`src/rtl/scalar_writeback_queue.sv`:
```
// Four-entry writeback queue merging load-unit and ALU results into one
// register-file write port, with pending-write lookup for the decode stage.
module scalar_writeback_queue (
    input  logic        clk,
    input  logic        rst,
    input  logic        AluValid,
    input  logic [4:0]  AluRd,
    input  logic [31:0] AluData,
    output logic        AluReady,
    input  logic        MemValid,
    input  logic [4:0]  MemRd,
    input  logic [31:0] MemData,
    output logic        MemReady,
    output logic        WriteEn,
    output logic [4:0]  rd,
    output logic [31:0] InputData,
    input  logic [4:0]  Rs1,
    input  logic [4:0]  Rs2,
    output logic        Pending1,
    output logic        Pending2,
    output logic        DropErr
);

    logic [4:0]  ent_rd   [4];
    logic [31:0] ent_data [4];
    logic [1:0]  wptr;
    logic [1:0]  rptr;
    logic [2:0]  count;
    logic        drop_q;

    logic        mem_acc;
    logic        alu_acc;
    logic        mem_keep;
    logic        alu_keep;
    logic        drop_next;
    logic        pop;
    logic [1:0]  alu_wptr;
    logic [2:0]  count_next;

    // Readiness looks only at the registered count; the same-cycle pop earns no credit.
    always_comb begin
        MemReady = (count <= 3'd3) && !rst;
        AluReady = (((count <= 3'd3) && !MemValid) || (count <= 3'd2)) && !rst;
    end

    always_comb begin
        mem_acc    = MemValid && MemReady;
        alu_acc    = AluValid && AluReady;
        // x0 writes vanish silently; x16..x31 vanish and raise DropErr.
        mem_keep   = mem_acc && (MemRd != 5'd0) && !MemRd[4];
        alu_keep   = alu_acc && (AluRd != 5'd0) && !AluRd[4];
        drop_next  = (mem_acc && MemRd[4]) || (alu_acc && AluRd[4]);
        pop        = (count != 3'd0);
        alu_wptr   = wptr + {1'b0, mem_keep};
        count_next = count + {2'b00, mem_keep} + {2'b00, alu_keep} - {2'b00, pop};
    end

    always_ff @(posedge clk) begin
        if (rst) begin
            for (int i = 0; i < 4; i++) begin
                ent_rd[i]   <= 5'd0;
                ent_data[i] <= 32'd0;
            end
            wptr   <= 2'd0;
            rptr   <= 2'd0;
            count  <= 3'd0;
            drop_q <= 1'b0;
        end else begin
            if (mem_keep) begin
                ent_rd[wptr]   <= MemRd;
                ent_data[wptr] <= MemData;
            end
            if (alu_keep) begin
                ent_rd[alu_wptr]   <= AluRd;
                ent_data[alu_wptr] <= AluData;
            end
            wptr   <= wptr + {1'b0, mem_keep} + {1'b0, alu_keep};
            rptr   <= rptr + {1'b0, pop};
            count  <= count_next;
            drop_q <= drop_next;
        end
    end

    always_comb begin
        WriteEn   = (count != 3'd0);
        rd        = WriteEn ? ent_rd[rptr]   : 5'd0;
        InputData = WriteEn ? ent_data[rptr] : 32'd0;
        DropErr   = drop_q;
    end

    // Walk the occupied slots starting at the head.
    logic [1:0] idx;
    logic       hit1;
    logic       hit2;
    always_comb begin
        idx  = 2'd0;
        hit1 = 1'b0;
        hit2 = 1'b0;
        for (int i = 0; i < 4; i++) begin
            idx = rptr + 2'(i);
            if (3'(i) < count) begin
                if (ent_rd[idx] == Rs1) hit1 = 1'b1;
                if (ent_rd[idx] == Rs2) hit2 = 1'b1;
            end
        end
        Pending1 = hit1 && (Rs1 != 5'd0);
        Pending2 = hit2 && (Rs2 != 5'd0);
    end

endmodule

```
`config.mk`:
```
export PLATFORM = sky130hd
export DESIGN_NAME = scalar_writeback_queue
export DESIGN_NICKNAME = d
export VERILOG_FILES = /design/src/rtl/scalar_writeback_queue.sv
export SDC_FILE = /design/constraint.sdc
export NUM_CORES = 1
export LEC_CHECK = 0
export BUFFER_PORTS_ARGS = -buffer_cell sky130_fd_sc_hd__buf_4
export CELL_PAD_IN_SITES_DETAIL_PLACEMENT = 1
export CELL_PAD_IN_SITES_GLOBAL_PLACEMENT = 2
export CORE_ASPECT_RATIO = 1.5
export CORE_MARGIN = 2
export CORE_UTILIZATION = 41
export CTS_BUF_LIST = sky130_fd_sc_hd__clkbuf_2 sky130_fd_sc_hd__clkbuf_4 sky130_fd_sc_hd__clkbuf_8
export DETAILED_ROUTE_END_ITERATION = 16
export PLACE_DENSITY = 0.93
export SYNTH_ARGS = -nofsm -noshare
export SYNTH_HDL_FRONTEND = slang
export SYNTH_SLANG_ARGS = --single-unit
```
`constraint.sdc`:
```
create_clock -name clk -period 5.8 [get_ports clk]
set_input_delay 0.29 -clock clk [delete_from_list [all_inputs] [get_ports clk]]
set_output_delay 0.29 -clock clk [all_outputs]
set_load 0.03 [all_outputs]
```
; ---- Word-level counts from Yosys, hierarchy flattened
; Memories as Yosys holds them, arrays and structs flattened. A register that Yosys moved wholly into a read port is not among the register bits.
; Cells that the tools add are included.
[totals]
reg_bits = 8
mem_bits_rw = 148
mem_count = 2
[classes]
add_sub_neg = 9
n_lt_le_gt_ge = 6
n_eq_ne = 8
mux = 40
reduce_logical = 28
[mem_list]
columns = memory, depth, width, rd, rd_ports_with_merged_regs, write_ports, line_no
row1 = ent_data, 4, 32, 1, 1, 4, 25  ; logic [31:0] ent_data [4];
row2 = ent_rd, 4, 5, 4, 1, 4, 24  ; logic [4:0] ent_rd [4];
[ops]
columns = op, n
row1 = $mux 32, 3
row2 = $reduce_or 32->1, 2
row3 = $eq 5x5->1, 8
row4 = $mux 1, 28
row5 = $reduce_bool 5->1, 4
row6 = $mux 5, 3
row7 = $logic_and 1x1->1, 13
row8 = $mux 2, 6
row9 = $reduce_or 5->1, 2
row10 = $add 2x1->2, 3
row11 = $add 3x1->3, 2
row12 = $le 3x2->1 const B, 2
row13 = $lt 1x3->1 const A, 2
row14 = $lt 2x3->1 const A, 2
row15 = $add 2x2->2 const B, 2
row16 = $logic_not 1->1, 4
row17 = $reduce_bool 3->1, 1
row18 = $sub 3x1->3, 1
row19 = $add 2x1->2 const B, 1
row20 = $logic_or 1x1->1, 2

; ---- Depth between registers and ports, before layout
; Gate-level depths: netlist of run 1.
[logic_depth]
ltp_word = 12
depth_mapped = 10
depth_no_buf = 9

; ---- Least setup slack after synthesis of run 1
; Ideal clock, no wire load.
[synth_path]
path_type = reg2reg
startpoint = reg count[2]
endpoint = mem ent_data[3][0], enable pin
setup_ns = 0.402
arrival_ns = 3.069
required_ns = 5.398
slack_ns = 2.329
path_stages_with_launch = 9
period_less_slack_ns = 3.471
cell_sequence = dfxtp_1 -> nor4b_4 -> o41ai_2 -> inv_2 -> clkbuf_1 -> ha_1 -> inv_1 -> nor3_2 -> a311o_1
[synth_rtl]
columns = element, line_no
row1 = "start, declared", 28  ; logic [2:0] count;
row2 = "start signal, assigned", 79  ; count <= count_next;
row3 = "end, declared", 25

==> summary.txt, run 1 <==
Global routing
  – Number of global-route vias before repair: 7835
  – Antenna violations before repair: 0
  – Largest net degree at the start of global routing: 73
  – Total GRT Usage: between 20% and 30%
  – First-pass GRT wire length: 43.0 mm
  – GRT overflow: 0

Clock network
  – Cts repair resizes: 0
  – Hold_buf cts: 0
  – CTS clk-pin slew, worst paths: approximately 90 ps
  – Clock Tree Buf Depth: 2
  – Postcts setup bufs: 0
  – Num Clock Sinks: between 150 and 200
  – CTS H-tree lvls: 4
  – CTS tree: built
  – Clk root buf: clkbuf_8
  – Inserted Clock Buffers: 17
  – Clk Latency, worst-skew pair: between 400 and 500 ps

Yosys
  – Synthesized cell area: between 9000 and 10000 µm²
  – Ys Warns: 0
  – Post-synthesis sequential area ratio: between 40% and 50%
  – Synth top cells by count: nand2_1 (294), edfxtp_1 (148), o21ai_1 (142), clkbuf_1 (45), mux4_2 (39)
  – FFs w/ async S/R, synth: 0%
  – Ys flop type: edfxtp_1
  – Mean Syn Cell Area: between 10 and 15 µm²
  – Top post-synthesis cells by area: edfxtp_1 (48%), nand2_1 (12%), mux4_2 (9.5%)
  – #FFs+latches synth: 156
  – EDFF count, synth: about 150
  – Top cell type's share of synthesized area: about half
  – Mapped Cells: slightly above 900
  – Synth unique cells: 47
  – Area leader, netlist: edfxtp_1
  – Top-count cell post-synth: nand2_1

Worst hold path
  – HP Class: in -> reg
  – Hold path depth: 2
  – Hold Path Sink: DropErr
  – Min-delay src: MemRd[4]

Routing
  – DRC Markers: 0
  – DR vias/cell: 5.63
  – Post-route ant nets: 0
  – Total number of vias: about 7.3k
  – Drt pass-1 iters: 4
  – Routed wire per std cell: ~21 µm
  – Final wirelength: approximately 27 mm
  – Iter 0 DRT Violations: approximately 370

Final layout
  – Ant. Diodes: 0
  – Non-Filler Instances: between 1k and 1.5k
  – Layout filler cell count: between 2k and 3k
  – Nets@finish: between 1k and 1.5k
  – Layout cell share with drive strength beyond 1: a little under a quarter
  – Area Growth Syn to Fin: 16.5%
  – Design area: around 11000 µm²

Power
  – Static Leak: approximately 3.8 nW
  – Power per cell area: 378 nW/µm²
  – Worst VDD drop: ~0.22 mV

Timing
  – Setup TNS: 0 ps
  – Slew Viols, Final: 0
  – RSZ-0062 raised after global routing: no
  – FMAX: 0.257 GHz
  – Crit path time final: 3890 ps
  – Setup ws final: 1910 ps
  – Relative slew slack: 26.1%
  – Final setup skew: 13.1 ps
  – Hold Fails Final Rpt: 0
  – # setup viols final: 0
  – Period utilisation layout: around two thirds
  – Measured slew at the worst slew-check pin: 1110 ps

Critical path
  – Reg2reg end: ent_data[0][17]
  – Setup crit end kind: flip-flop
  – Reg2reg start: count[2]
  – CP Launch Type: flip-flop
  – Worst reg2reg path depth: 7
  – WP data arrival: roughly 4000 ps
  – Max FO, Critical Path: 37
  – R2R Setup Slk: around 1900 ps
  – Worst Path Required: 5830 ps
  – Setup Crit Path Kind: reg -> reg

Place
  – Pre-CTS WS: 1820 ps
  – Port-buffer cells: 130
  – Placed insts: approximately 1.3k
  – HPWL after DPL: between 15 and 20 mm
  – Gp weighted congestion: between 0.8 and 0.9
  – Total placed instance area: about 10000 µm²

Run
  – Max Cap Viol: 0

Die
  – CORE AREA: about 22000 µm²
  – Row Count: 67
  – Initial Utilization: between 40% and 50%
  – Die ar.: between 20000 and 25000 µm²
  – Chip width: between 100 and 150 µm
  – IO Count: around 130
  – Die Ht: around 190 µm

Status
  – Status: finished, final reports clean
-- flip-flops by register name, summed over array words and instances, names as in the netlist --
| name | cells |
|---|---|
| DropErr | 1 |
| count | 3 |
| ent_data | 128 |
| ent_rd | 20 |
| rptr | 2 |
| wptr | 2 |
-- report_power, final --
part           internal (mW)  total, mW  switching (mW)
Clock                  0.388      0.814           0.426
Combinational          0.745       1.70           0.954
Sequential              1.36       1.55           0.193
Total                   2.49       4.06            1.57
-- worst max path at each step --
stage	start	to	slack, ps	cells past startpoint
finish	count[2]	ent_data[0][17]	1910	7
global route	count[2]	ent_data[0][17]	1740	7
detailed placement	rst	ent_data[0][20]	1820	8
global placement	rst	ent_data[0][18]	1910	8
CTS	count[2]	ent_data[0][17]	1910	7
floorplan	count[2]	ent_data[3][0]	2330	8
-- cell families (layout without fill, tap and decap cells) --
| group | Yosys count | count (layout) | share of synthesized area, % |
|---|---|---|---|
| AND/OR/NAND/NOR | 378 | 378 | 17.8 |
| AO/OA/AOI/OAI | 166 | 166 | 9.66 |
| flip-flops | 156 | 156 | 49.8 |
| buffers and inverters | 80 | 182 | 3.79 |
| multiplexers | 68 | 68 | 12.8 |
| XOR/XNOR | 51 | 51 | 4.84 |
| adder cells (fa/ha/maj) | 8 | 8 | 1.25 |
| other | 1 | 4 | 0.0406 |
-- cells in the final DEF (no fill, tap or decap), types with 3 or more instances in the layout --
cell type   count
nand2_1       294
edfxtp_1      148
o21ai_1       142
buf_4         139
mux4_2         39
nor2b_1        38
xnor2_1        30
mux2i_1        27
xor2_1         21
clkbuf_8       17
nor2_1         13
inv_1          10
a21oi_1         8
dfxtp_1         6
ha_1            6
nor3_4          5
or4_1           4
nor3_1          4
nand4_1         4
inv_6           4
conb_1          4
or3_2           3
a31oi_1         3
clkinvlp_4      3
-- worst max-delay path, stage by stage (launching register included) --
cell     delay [ps]
dfxtp_1         410
nor4b_4         410
o41ai_2         210
inv_2           620
ha_1            340
xor2_1          460
nor3_4           50
or3_2           930
-- per-stage QoR --
step / util [%] / hold slack, ps / total power, mW
4_1_cts: 48.4 / 58.3 / 4.10
5_1_grt: 48.4 / 84.1 / 4.26
6_report: 48.4 / 83.1 / 4.06
3_3_place_gp: 46.7 / 543 / 3.26
2_1_floorplan: - / 416 / 2.70
3_5_place_dp: 46.7 / 543 / 3.29
-- area by class of cell --
cell class              instances  area [µm²]  area share, %
flip-flops and latches        156        4610           42.9
clock inverters                14         144           1.34
well taps                     276         345           3.21
repair buffers                139        1040           9.70
inverters                      11        41.3          0.384
multi-input cells             675        4340           40.3
clock buffers                  18         241           2.24
-- metal layers --
layer | up-vias | GRT usage [%] | part of all wire, %
li1 | 3368 | - | -
met1 | 3665 | 25.9 | 37
met2 | 182 | 44.8 | 57
met3 | 44 | 2.71 | 3.2
met4 | 0 | 9.26 | 3.0
met5 | - | 0 | 0
Note: power is estimated with default switching activity, not from simulation.
==> run 2, diff against run 1 <==
--- a/config.mk
+++ b/config.mk
@@ -10,10 +10,10 @@
 export CELL_PAD_IN_SITES_GLOBAL_PLACEMENT = 2
 export CORE_ASPECT_RATIO = 1.5
 export CORE_MARGIN = 2
-export CORE_UTILIZATION = 41
+export CORE_UTILIZATION = 34
 export CTS_BUF_LIST = sky130_fd_sc_hd__clkbuf_2 sky130_fd_sc_hd__clkbuf_4 sky130_fd_sc_hd__clkbuf_8
 export DETAILED_ROUTE_END_ITERATION = 16
-export PLACE_DENSITY = 0.93
+export PLACE_DENSITY = 0.83
 export SYNTH_ARGS = -nofsm -noshare
 export SYNTH_HDL_FRONTEND = slang
 export SYNTH_SLANG_ARGS = --single-unit
==> constraint.sdc (replaced) <==
create_clock -name clk -period 3.5 [get_ports clk]
set_input_delay 0.175 -clock clk [delete_from_list [all_inputs] [get_ports clk]]
set_output_delay 0.175 -clock clk [all_outputs]
set_load 0.03 [all_outputs]
==> summary.txt, run 2 (synthesis gave the netlist of run 1 again) <==
Die
  – Row Count: 73 (+9.0%)
  – Die Ht: 206 µm (+9.6%)
  – Die ar.: 28500 µm² (+20%)
  – Initial Utilization: 34.8% (-6.8 points)
  – Chip width: 139 µm (+9.5%)
  – CORE AREA: 26600 µm² (+20%)
  – IO Count: 131 (unchanged)

Final layout
  – Largest regs: ent_data: 128 flops, ent_rd: 20 flops, count: 3 flops
  – Max FFs per register: 128 (unchanged)
  – Layout cell share with drive strength beyond 1: 22.7% (+0.23 points)
  – Register with the most flip-flops: ent_data
  – Design area: 11200 µm² (+4.1%)
  – Nets@finish: 1122 (+2.4%)
  – Register area: 4610 µm² (unchanged)
  – Most common cell after layout, fill and taps aside: nand2_1
  – Layout filler cell count: 2928 (+17%)
  – Multi-input gate area: 4340 µm² (unchanged)
  – Area Growth Syn to Fin: 21.3%
  – Most frequent cells in the layout: nand2_1 (294), edfxtp_1 (148), buf_4 (144)

Global routing
  – Number of global-route vias before repair: 7934 (+1.3%)
  – Total GRT Usage: 20.6% (-2.8 points)
  – Antenna violations before repair: 1 (+1)
  – First-pass GRT wire length: 44.7 mm (+4.0%)
  – GRT overflow: 0 (unchanged)
  – Largest net degree at the start of global routing: 73 (unchanged)

Critical path
  – Worst Path Required: 3320 ps (-2510 ps)
  – WP data arrival: 2990 ps (-930 ps)
  – Reg2reg start: count[2]
  – Setup Crit Path Kind: reg -> out
  – Setup crit end kind: primary output
  – Worst reg2reg path depth: 8 (+1)
  – Worst setup startpoint: rptr[0]
  – CP Launch Type: flip-flop
  – Max FO, Critical Path: 28 (-24%)

Clock network
  – CTS H-tree lvls: 4 (unchanged)
  – Postcts setup bufs: 0 (unchanged)
  – Clock Tree Buf Depth: 2 (unchanged)
  – Cts repair resizes: 0 (unchanged)
  – Inserted Clock Buffers: 17 (unchanged)
  – Num Clock Sinks: 156 (unchanged)
  – CTS clk-pin slew, worst paths: 90 ps (about the same)
  – Hold_buf cts: 17 (+17)
  – Clk Latency, worst-skew pair: 470 ps (about the same)
  – Clk root buf: clkbuf_8
  – CTS tree: built

Timing
  – FMAX: 0.316 GHz
  – Slew Viols, Final: 0 (unchanged)
  – # setup viols final: 0 (unchanged)
  – Measured slew at the worst slew-check pin: 841 ps (-267 ps)
  – Hold Fails Final Rpt: 0 (unchanged)
  – Final setup skew: 9.07 ps (-4.03 ps)
  – Period utilisation layout: 90.4%
  – RSZ-0062 raised after global routing: no
  – Relative slew slack: 43.9% (+18 points)
  – Setup TNS: 0 ps (unchanged)
  – Crit path time final: 3160 ps

Place
  – Port-buffer cells: 130 (unchanged)
  – Gp weighted congestion: 0.840 (-2.5%)
  – Total placed instance area: 10600 µm² (+1.9%)
  – HPWL after DPL: 19.3 mm (+9.4%)

Routing
  – Met3 routed WL: 1.22 mm (+42%)
  – Metal-1 WL: 10.6 mm (+4.9%)
  – Final wirelength: 28.8 mm (+5.9%)
  – Routed wire per std cell: 20.9 µm (-0.77%)
  – Post-route ant nets: 0 (unchanged)
  – DR vias/cell: 5.34 (-5.2%)
  – Iter 0 DRT Violations: 337 (-9.2%)
  – Max Used Layer: met4
  – Total number of vias: 7343 (+1.2%)
  – DRC Markers: 0 (unchanged)
  – DR WL met2: 16.0 mm (+3.5%)
  – Drt pass-1 iters: 4 (unchanged)

Power
  – Static Leak: 3.96 nW (+4.6%)
  – Worst VDD drop: 0.335 mV (+53%)
  – Power per cell area: 630 nW/µm² (+67%)

Worst hold path
  – Hold path depth: 3 (+1)
  – HP Class: in -> reg
  – Min-delay src: AluData[11]

Run
  – Max Cap Viol: 0 (unchanged)

Status
  – Status: finished, final reports clean
run 2: worst paths after layout:
check	to	slack, ps
worst max-delay path	Pending2	340
worst min-delay path	ent_data[1][11]	20
worst max register to register	ent_data[0][3]	390
worst min register to register	count[0]	770
run 2: worst max-delay path, stage by stage, from the launching register on:
cell	delay (ps)
dfxtp_4	600
mux4_2	590
xor2_1	160
or4_1	560
a21oi_1	200
a31oi_1	70
a21oi_1	170
buf_4	180
run 2: per-layer routing:
metal	global-route usage, %	vias to the layer above
met3	2.66	60
met1	21.8	3654
met5	0	-
met4	10.1	0
met2	40.1	203
li1	-	3426
run 2: stage by stage:
stage / hold slack (ps) / total power [mW] / cells / setup WS (ps) / util [%]
floorplan: 301 / 4.48 / 911 / 29.0 / -
global placement: 428 / 5.48 / 1327 / 498 / 39.8
detailed placement: 442 / 5.53 / 1327 / 353 / 39.8
CTS: 0.00935 / 7.15 / 1375 / 293 / 42.2
global route: 19.6 / 7.41 / 1376 / 152 / 42.2
finish: 24.9 / 7.06 / 1376 / 336 / 42.2
run 2: where the power goes:
part / internal, mW / switching (mW) / leakage (nW)
clock: 0.918 / 0.694 / 0.227
sequential: 2.25 / 0.201 / 1.60
combinational: 1.27 / 1.74 / 2.13
total: 4.43 / 2.63 / 3.96
run 2: cell type report:
type	instances	share of cell area, %
antenna	1	0.0223
clock buffer	18	2.15
clock inverter	13	1.98
inverter	11	0.368
multi-input combinational	675	38.7
sequential	156	41.2
tap	337	3.76
timing repair buffer	165	11.9
